$ cat config.mk
export PLATFORM = sky130hd
export DESIGN_NAME = us_scan_scheduler_flat
export DESIGN_NICKNAME = d
export VERILOG_FILES = /design/src/rtl/us_pkg.sv /design/src/rtl/us_scan_scheduler_if.sv /design/src/rtl/us_next_sel.sv /design/src/rtl/us_scan_scheduler.sv /design/src/flat_wrapper.sv
export SDC_FILE = /design/constraint.sdc
export NUM_CORES = 1
export LEC_CHECK = 0
export ABC_AREA = 1
export BUFFER_PORTS_ARGS = -buffer_cell sky130_fd_sc_hd__buf_2
export CORE_AREA = 5 5 200 105
export CTS_CLUSTER_DIAMETER = 40
export DETAILED_ROUTE_END_ITERATION = 16
export DIE_AREA = 0 0 205 110
export PLACE_DENSITY = 0.72
export SLEW_MARGIN = 40
export SYNTH_ARGS = -nofsm -noshare
export SYNTH_HDL_FRONTEND = slang
export SYNTH_SLANG_ARGS = --single-unit
$ cat constraint.sdc
create_clock -name clk -period 2.3 [get_ports clk]
set_clock_uncertainty 0.05 [all_clocks]
set_input_delay 0 -clock clk [delete_from_list [all_inputs] [get_ports clk]]
set_output_delay 0 -clock clk [all_outputs]
set_load 0.005 [all_outputs]
$ cat src/rtl/us_pkg.sv
// rtl/us_pkg.sv - shared constants and state encoding for the ultrasonic scan scheduler
package us_pkg;
  localparam int DIST_W            = 16;
  localparam int NUM_SENSORS_DEF   = 9;
  localparam int TIMEOUT_TICKS_DEF = 4000;
  localparam int GAP_TICKS_DEF     = 6000;
  localparam int IDX_W             = 4;
  localparam int CNT_W             = 16;

  localparam logic [DIST_W-1:0] DIST_TIMEOUT_VAL = 16'hFFFF;

  typedef enum logic [1:0] {
    ST_IDLE,
    ST_SELECT,
    ST_MEASURE,
    ST_GAP
  } state_t;
endpackage

$ cat src/rtl/us_scan_scheduler_if.sv
// rtl/us_scan_scheduler_if.sv - measure request / result bus between scheduler and hcsr04 channels
interface us_scan_scheduler_if #(
  parameter int NUM_SENSORS = us_pkg::NUM_SENSORS_DEF,
  parameter int DIST_W      = us_pkg::DIST_W
);
  logic [NUM_SENSORS-1:0]        us_measure;
  logic [NUM_SENSORS*DIST_W-1:0] us_ticks;
  logic [NUM_SENSORS-1:0]        us_valid;

  modport master (output us_measure, input us_ticks, input us_valid);
  modport slave  (input us_measure, output us_ticks, output us_valid);
endinterface

$ cat src/rtl/us_next_sel.sv
// rtl/us_next_sel.sv - lowest masked sensor index at or above a start index
module us_next_sel
  import us_pkg::*;
#(
  parameter int NUM_SENSORS = NUM_SENSORS_DEF
) (
  input  logic [NUM_SENSORS-1:0] mask,
  input  logic [IDX_W-1:0]       start,
  output logic [IDX_W-1:0]       idx,
  output logic                   found
);
  // Scanning downward lets the lowest qualifying index overwrite the others.
  always_comb begin
    idx   = '0;
    found = 1'b0;
    for (int i = NUM_SENSORS - 1; i >= 0; i--) begin
      if (mask[i] && (IDX_W'(i) >= start)) begin
        idx   = IDX_W'(i);
        found = 1'b1;
      end
    end
  end
endmodule

$ cat src/rtl/us_scan_scheduler.sv
// rtl/us_scan_scheduler.sv - one-at-a-time HC-SR04 scan with timeout, ring-down gap and latched frame
module us_scan_scheduler #(
  parameter int NUM_SENSORS   = us_pkg::NUM_SENSORS_DEF,
  parameter int DIST_W        = us_pkg::DIST_W,
  parameter int TIMEOUT_TICKS = us_pkg::TIMEOUT_TICKS_DEF,
  parameter int GAP_TICKS     = us_pkg::GAP_TICKS_DEF
) (
  input  logic                          clk,
  input  logic                          rst,
  input  logic                          tick_en,
  input  logic                          enable,
  input  logic [NUM_SENSORS-1:0]        sensor_mask,
  us_scan_scheduler_if.master           us_bus,
  output logic [NUM_SENSORS*DIST_W-1:0] dist_frame,
  output logic [NUM_SENSORS-1:0]        dist_ok,
  output logic [us_pkg::IDX_W-1:0]      cur_idx,
  output logic                          busy,
  output logic                          frame_done
);
  import us_pkg::*;

  localparam logic [CNT_W-1:0] TIMEOUT_LIM = CNT_W'(TIMEOUT_TICKS);
  localparam logic [CNT_W-1:0] GAP_LIM     = CNT_W'(GAP_TICKS);

  state_t            state, state_nxt;
  logic [IDX_W-1:0]  search_start, start_nxt;
  logic [IDX_W-1:0]  sel_idx;
  logic              sel_found;
  logic [CNT_W-1:0]  cnt;
  logic              valid_prev, valid_cur, valid_rise;
  logic              sel_load, cnt_clr, cnt_run, done_ok, done_to, pass_end;

  us_next_sel #(
    .NUM_SENSORS (NUM_SENSORS)
  ) u_next_sel (
    .mask  (sensor_mask),
    .start (search_start),
    .idx   (sel_idx),
    .found (sel_found)
  );

  assign valid_cur  = us_bus.us_valid[cur_idx];
  assign valid_rise = valid_cur & ~valid_prev;
  assign cnt_run    = (state == ST_MEASURE) || (state == ST_GAP);
  assign busy       = (state != ST_IDLE);
  assign us_bus.us_measure = (state == ST_MEASURE) ? (NUM_SENSORS'(1) << cur_idx) : '0;

  always_ff @(posedge clk) begin
    if (rst) begin
      state <= ST_IDLE;
    end else begin
      state <= state_nxt;
    end
  end

  always_comb begin
    state_nxt = state;
    start_nxt = search_start;
    sel_load  = 1'b0;
    cnt_clr   = 1'b0;
    done_ok   = 1'b0;
    done_to   = 1'b0;
    pass_end  = 1'b0;
    unique case (state)
      ST_IDLE: begin
        if (enable && (sensor_mask != '0)) begin
          state_nxt = ST_SELECT;
          start_nxt = '0;
        end
      end
      ST_SELECT: begin
        if (sel_found) begin
          sel_load  = 1'b1;
          cnt_clr   = 1'b1;
          state_nxt = ST_MEASURE;
        end else begin
          pass_end  = 1'b1;
          start_nxt = '0;
          state_nxt = enable ? ST_SELECT : ST_IDLE;
        end
      end
      ST_MEASURE: begin
        if (valid_rise) begin
          done_ok   = 1'b1;
          cnt_clr   = 1'b1;
          state_nxt = ST_GAP;
        end else if (cnt >= TIMEOUT_LIM) begin
          done_to   = 1'b1;
          cnt_clr   = 1'b1;
          state_nxt = ST_GAP;
        end
      end
      ST_GAP: begin
        if (cnt >= GAP_LIM) begin
          start_nxt = cur_idx + IDX_W'(1);
          state_nxt = ST_SELECT;
        end
      end
      default: state_nxt = ST_IDLE;
    endcase
  end

  // The edge detector is preloaded with the selected channel's current level,
  // so a valid still high from that channel's previous result is not a completion.
  always_ff @(posedge clk) begin
    if (rst) begin
      search_start <= '0;
      cur_idx      <= '0;
      cnt          <= '0;
      valid_prev   <= 1'b0;
      frame_done   <= 1'b0;
      dist_frame   <= '0;
      dist_ok      <= '0;
    end else begin
      search_start <= start_nxt;
      frame_done   <= pass_end;
      if (sel_load) begin
        cur_idx    <= sel_idx;
        valid_prev <= us_bus.us_valid[sel_idx];
      end else if (state == ST_MEASURE) begin
        valid_prev <= valid_cur;
      end
      if (cnt_clr) begin
        cnt <= '0;
      end else if (cnt_run && tick_en && (cnt != '1)) begin
        cnt <= cnt + CNT_W'(1);
      end
      for (int i = 0; i < NUM_SENSORS; i++) begin
        if (cur_idx == IDX_W'(i)) begin
          if (done_ok) begin
            dist_frame[i*DIST_W +: DIST_W] <= us_bus.us_ticks[i*DIST_W +: DIST_W];
            dist_ok[i]                     <= 1'b1;
          end else if (done_to) begin
            dist_frame[i*DIST_W +: DIST_W] <= DIST_W'(DIST_TIMEOUT_VAL);
            dist_ok[i]                     <= 1'b0;
          end
        end
      end
    end
  end
endmodule
$ cat src/flat_wrapper.sv
// flat-port wrapper written by rule: the top's interface ports become plain ports
module us_scan_scheduler_flat import us_pkg::*;
#(
  parameter int NUM_SENSORS   = us_pkg::NUM_SENSORS_DEF,
  parameter int DIST_W        = us_pkg::DIST_W,
  parameter int TIMEOUT_TICKS = us_pkg::TIMEOUT_TICKS_DEF,
  parameter int GAP_TICKS     = us_pkg::GAP_TICKS_DEF
)
  (clk, rst, tick_en, enable, sensor_mask, dist_frame, dist_ok, cur_idx, busy, frame_done, us_bus_us_measure, us_bus_us_ticks, us_bus_us_valid);
  us_scan_scheduler_if #(.NUM_SENSORS(NUM_SENSORS), .DIST_W(DIST_W)) us_bus_i ();
  input  logic clk;
  input  logic rst;
  input  logic tick_en;
  input  logic enable;
  input  logic [NUM_SENSORS-1:0] sensor_mask;
  output logic [NUM_SENSORS*DIST_W-1:0] dist_frame;
  output logic [NUM_SENSORS-1:0] dist_ok;
  output logic [us_pkg::IDX_W-1:0] cur_idx;
  output logic busy;
  output logic frame_done;
  output wire logic [$bits(us_bus_i.us_measure)-1:0] us_bus_us_measure;
  input wire logic [$bits(us_bus_i.us_ticks)-1:0] us_bus_us_ticks;
  input wire logic [$bits(us_bus_i.us_valid)-1:0] us_bus_us_valid;
  assign us_bus_us_measure = us_bus_i.us_measure;
  assign us_bus_i.us_ticks = us_bus_us_ticks;
  assign us_bus_i.us_valid = us_bus_us_valid;
  us_scan_scheduler #(.NUM_SENSORS(NUM_SENSORS), .DIST_W(DIST_W), .TIMEOUT_TICKS(TIMEOUT_TICKS), .GAP_TICKS(GAP_TICKS)) u_core (.clk(clk), .rst(rst), .tick_en(tick_en), .enable(enable), .sensor_mask(sensor_mask), .us_bus(us_bus_i), .dist_frame(dist_frame), .dist_ok(dist_ok), .cur_idx(cur_idx), .busy(busy), .frame_done(frame_done));
endmodule
* After elaboration in Yosys (flattened, before gate mapping)
Index checks and enable logic that the tools add are counted.
Cells by class: add/sub/neg operators 2, order comparisons 13, reductions and logical operators 33, eq/ne operators 16, muxes and demuxes 58, shift-type cells 1, bitwise logic cells 3
Operators by type and width (number):
- $mux W16 | 10
- $mux W4 | 12
- $mux W1 | 25
- $reduce_and A2 Y1 | 9
- $add A16 B1 Y16 const B | 1
- $eq A4 B3 Y1 const B | 4
- $ge A16 B12 Y1 const B | 1
- $ge A16 B13 Y1 const B | 1
- $ge A3 B4 Y1 const A | 4
- $ne A16 B16 Y1 const B | 1
- $logic_and A1 B1 Y1 | 12
- $pmux W4 S3 | 1
- $lt A4 B5 Y1 const B | 2
- $mux W2 | 5
- $mux W9 | 1
- $reduce_bool A9 Y1 | 1
- $shl A1 B4 Y9 const A | 1
- $bmux W1 S4 | 2
- $eq A4 B2 Y1 const B | 2
- $ge A1 B4 Y1 const A | 2
- $ge A2 B4 Y1 const A | 2
- $pmux W2 S4 | 1
- $reduce_bool A2 Y1 | 3
- $add A4 B1 Y4 const B | 1
- 18 further kinds | 22
Storage, ports and cells: logic and storage cells 150, output and inout bits 168, flip-flop bits (word level) 181, bits of input ports 166

* Logic depth before layout (Yosys ltp)
depth in word-level cells 14, gate-level depth with buffers 16, mapped depth without buffers 16

* Hierarchy
Synthesis repeated with hierarchy kept, for this count alone.
Unflattened totals: cell total of the unflattened synthesis 1100, area total of the unflattened synthesis 7933.9 µm²
By module, submodules not included:
- us_scan_scheduler | area each 7734.9 µm², cells an instance 1062, seq. area each 3623.5 µm², instances 1
- us_next_sel | area each 198.9 µm², cells an instance 38, seq. area each 0.0 µm², instances 1

* Least setup slack after synthesis
No wires, ideal clock.
path kind register to register, from register u_core.cur_idx[2] (netlist name), to register u_core.dist_frame[55], clock period less this slack 2088 ps, required time 2135 ps, arrival 1923 ps, setup time 115 ps, path slack 212 ps, cell stages (with the launch flop) 15, path buffers 1, path through dfxtp_1 inv_2 nor2_4 inv_2 a21oi_1 o21ai_1 nand3_1 and2_2 nand2_4 nand2_4 nand2_2 nor2_2 nand3_2 buf_4 o21a_1
On the way: word-level cells in the longest chain between the ends 7, elaborated cells between the ends (all ways) 11, classes of those cells eq/ne: 1; mux: 7; bitwise: 1; reduce/logical: 2
RTL lines:
- from (decl) | line us_scan_scheduler.sv:16 | output logic [us_pkg::IDX_W-1:0] cur_idx,
- from (signal assigned) | line us_scan_scheduler.sv:118 | cur_idx <= sel_idx;
- $bmux W1 S4 | line us_scan_scheduler.sv:42 | assign valid_cur = us_bus.us_valid[cur_idx];
- $mux W1 (not written as such) | line us_scan_scheduler.sv:42
- $and A1 B1 Y1 | line us_scan_scheduler.sv:43 | assign valid_rise = valid_cur & ~valid_prev;
- $mux W1 | line us_scan_scheduler.sv:83 | if (valid_rise) begin
- $mux W1 | line us_scan_scheduler.sv:64 | unique case (state)
- $reduce_bool A2 Y1 (no line)
- $reduce_and A2 Y1 (no line)
- to (signal, indexed assignment) | line us_scan_scheduler.sv:131 | dist_frame[i*DIST_W +: DIST_W] <= us_bus.us_ticks[i*DIST_W +: DIST_W];
- to (signal, indexed assignment) | line us_scan_scheduler.sv:134 | dist_frame[i*DIST_W +: DIST_W] <= DIST_W'(DIST_TIMEOUT_VAL);
- to (decl) | line us_scan_scheduler.sv:14 | output logic [NUM_SENSORS*DIST_W-1:0] dist_frame,
Parallel ways exist; a longest one is shown, timed or not. The select of a mux whose other input is x is not followed. A chain may end at the register's enable or synchronous reset.

* Final worst setup path
from register u_core.state[0], to output us_bus_us_measure[5]
On the way: word-level cells in the longest chain between the ends 2
RTL lines:
- from (decl) | line us_scan_scheduler.sv:25 | state_t state, state_nxt;
- from (signal assigned) | line us_scan_scheduler.sv:52 | state <= state_nxt;
- $eq A2 B2 Y1 | line us_scan_scheduler.sv:46 | assign us_bus.us_measure = (state == ST_MEASURE) ? (NUM_SENSORS'(1) << cur_idx) : '0;
- $mux W9 | line us_scan_scheduler.sv:46
- to (decl) | line flat_wrapper.sv:21 | output wire logic [$bits(us_bus_i.us_measure)-1:0] us_bus_us_measure;
No other way between the ends.

==> impl_metrics.env <==
export IMPL_grt_overflow_total=0
export IMPL_path_delay_family="buffers and inverters"
export IMPL_worstHoldEndpoint="u_core.cnt[0]"
export IMPL_fmaxAchievable_mhz=433.7
export IMPL_synth_cell_types=38
export IMPL_violations="setup timing"
export IMPL_ant_nets=0
export IMPL_fin_setup_tns_ns=-0.01294
export IMPL_yosys_register_bits=181
export IMPL_crit_top_cell="buf_4"
export IMPL_r2r_start="u_core.cur_idx[2]"
export IMPL_p_leak_nw=5.356
export IMPL_drt_first_iter_violations=779
export IMPL_vias_per_cell=5.143
export IMPL_grt_pass1_vias=8734
export IMPL_hold_depth=5
export IMPL_die_area_um2=22550
export IMPL_clk_insertion_delay_late_ns=0.42
export IMPL_multi_input_area_um2=3492
export IMPL_cts_root_buf="clkbuf_16"
export IMPL_synth_cell_area_um2=7518
export IMPL_path_class="reg -> out"
export IMPL_drc=0
export IMPL_coreArea_um2=19050
export IMPL_final_cell_mix="buf_2 (333), dfxtp_1 (177), a21oi_1 (173), dlygate4sd3_1 (147), nor2_1 (144)"
export IMPL_ios=334
export IMPL_pre_cts_ws_ns=-0.01309
export IMPL_rows=36
export IMPL_start_util=0.3946
export IMPL_grt_max_degree=77
export IMPL_layout_setup_ws_ns=-0.005542
export IMPL_yosysWarnings=0
export IMPL_vias=9047
export IMPL_rsz0062_at_grt="true"
export IMPL_ff_latch_area_um2=3631
export IMPL_cpPeakStageDelay_ns=0.46
export IMPL_finalSetupViolCount=4
export IMPL_end_kind="primary output"
export IMPL_period_share=1.002
export IMPL_nets=1654
export IMPL_crit_slowest_cell="nor3_2"
export IMPL_synthTopCellsByArea="dfxtp_1 (48%), a21oi_1 (12%), o21ai_0 (8.5%)"
export IMPL_timing_slew_headroom=0.6150
export IMPL_p_per_area_nw_per_um2=703.3
export IMPL_cts_sinks=181
export IMPL_hpwl_um=20000
export IMPL_ys_seq_area_frac=0.4819
export IMPL_start_kind="flop"
export IMPL_power_mw=8.398
export IMPL_antenna_found_initial=2
export IMPL_hold_start="tick_en"
export IMPL_cp_max_fo=11
export IMPL_reg2reg_to="u_core.dist_frame[119]"
export IMPL_reg2reg_slack_ns=0
export IMPL_synth_fp_nets=1160
export IMPL_die_h_um=110
export IMPL_worstMarginPinSlew_ns=0.5769
export IMPL_clk_pin_slew_ns=0.07
export IMPL_final_hold_viol_count=0
export IMPL_clock_path_buffers=2
export IMPL_reg2reg_depth=11
export IMPL_crit_chain="inv_1, ha_1, buf_4, inv_2, nor3_2, buf_4, buf_2"
export IMPL_grt_use_total=0.2607
export IMPL_drv_cap=0
export IMPL_cts_buffers=17
export IMPL_slew_violations=0
export IMPL_cp_arrival_ns=2.26
export IMPL_critical_path_buf_inv_count=5
export IMPL_grt_pass1_wl_um=46730
export IMPL_ir_drop_mv=0.5252
export IMPL_fin_crit_ns=2.306
export IMPL_io_buffers=333
export IMPL_cts_htree_levels=4
export IMPL_syn_inst=982
export IMPL_wl_per_cell_um=17.80
export IMPL_wirelength_um=31310
export IMPL_cts_tree="built"
export IMPL_min_path_type="in -> reg"
export IMPL_die_w_um=205
export IMPL_mostFrequentLayoutCell="buf_2"
export IMPL_final_util=0.6267
export IMPL_synth_area_leader_cell="dfxtp_1"
export IMPL_syn2layout_area_growth_pct=58.81
export IMPL_status="finished, violations left"
export IMPL_dr_pass1_iters=5
export IMPL_avgSynthCellArea_um2=7.656
export IMPL_yosysTopAreaCellShare=0.4819
export IMPL_drive_above_1_share=0.3042
export IMPL_gp_congestion=0.9210
export IMPL_cp_data_required_time_ns=2.25
export IMPL_fillers=1621
[metrics by stage]
stage	hold WS, ns	cell area (um2)	cells
after floorplan	0.07378	7518	982
after global placement	0.1588	9620	1564
after detailed placement	0.1639	9620	1564
after CTS	0.01336	11710	1743
after global routing	0.05286	11940	1757
final	0.01994	11940	1759
[sequential cells by signal, summed over array words and instances, names as in the netlist]
name                 cells
u_core.valid_prev        1
u_core.cnt              16
u_core.frame_done        1
u_core.state             2
u_core.dist_frame      144
u_core.dist_ok           9
u_core.cur_idx           4
u_core.search_start      4
[repair_timing]
action	CTS	global route
setup endpoints to repair	33	119
gates cloned	0	4
setup buffers	0	8
endpoints found under the hold margin	152	0
resized for setup	0	37
pin swaps	0	8
hold buffers	147	0
[how the worst max path moves through the flow]
| stage | start | end | slack [ns] | cells past startpoint |
|---|---|---|---|---|
| 2_1_floorplan | u_core.cur_idx[2] | u_core.dist_frame[55] | 0.21 | 14 |
| 5_1_grt | u_core.state[0] | us_bus_us_measure[6] | -0.16 | 7 |
| 3_3_place_gp | u_core.cur_idx[2] | u_core.dist_frame[61] | 0.04 | 13 |
| 6_report | u_core.state[0] | us_bus_us_measure[5] | -0.006 | 7 |
| 3_5_place_dp | u_core.cur_idx[2] | u_core.dist_frame[52] | -0.01 | 13 |
| 4_1_cts | u_core.cur_idx[2] | u_core.dist_frame[57] | -0.03 | 13 |
[cells by family after synthesis]
kind of cell,Yosys count,synth area share
flops,181,0.4819
xor+xnor,5,0.005824
simple gates,306,0.1779
fa+ha+maj,12,0.01997
compound gates,343,0.2425
buf+inv,135,0.07189
[synthesized netlist by cell type (all sizes together)]
master,instances
a211oi,1
a21boi,1
a21oi,173
a31o,1
a31oi,1
a41oi,1
and2,1
buf,23
clkbuf,29
dfxtp,181
ha,12
inv,83
nand2,92
nand3,34
nand3b,1
nand4,8
nor2,151
nor3,10
nor3b,5
nor4,2
o211ai,3
o21a,33
o21ai,128
o31ai,1
or2,2
xor2,5
[metal layers]
layer  routed length (um)  GRT usage
met3                 3293    0.07659
met2                14000     0.4084
met1                13120     0.3424
met4                  897     0.1022
met5                    0          0
[final cells by class]
| cell class | count | share of cell area |
|---|---|---|
| timing repair buffer | 523 | 0.2963 |
| inverter | 83 | 0.02630 |
| clock buffer | 17 | 0.03563 |
| sequential | 181 | 0.3041 |
| clock inverter | 15 | 0.01645 |
| antenna | 4 | 0.0008383 |
| tap | 266 | 0.02787 |
| multi-input combinational | 670 | 0.2925 |
[tightest hold or removal path: stages]
cell and delay [ns]:
buf_2 0.08, o21a_1 0.14, nand2_2 0.10, nand2_1 0.07, a21oi_1 0.05
[power breakdown]
group	leakage, nW	internal (mW)	switching, mW
clock network	0.303	1.75	1.36
logic	3.59	0.791	1.24
registers	1.46	3.20	0.0612
Note: power is estimated with default switching activity, not from simulation.
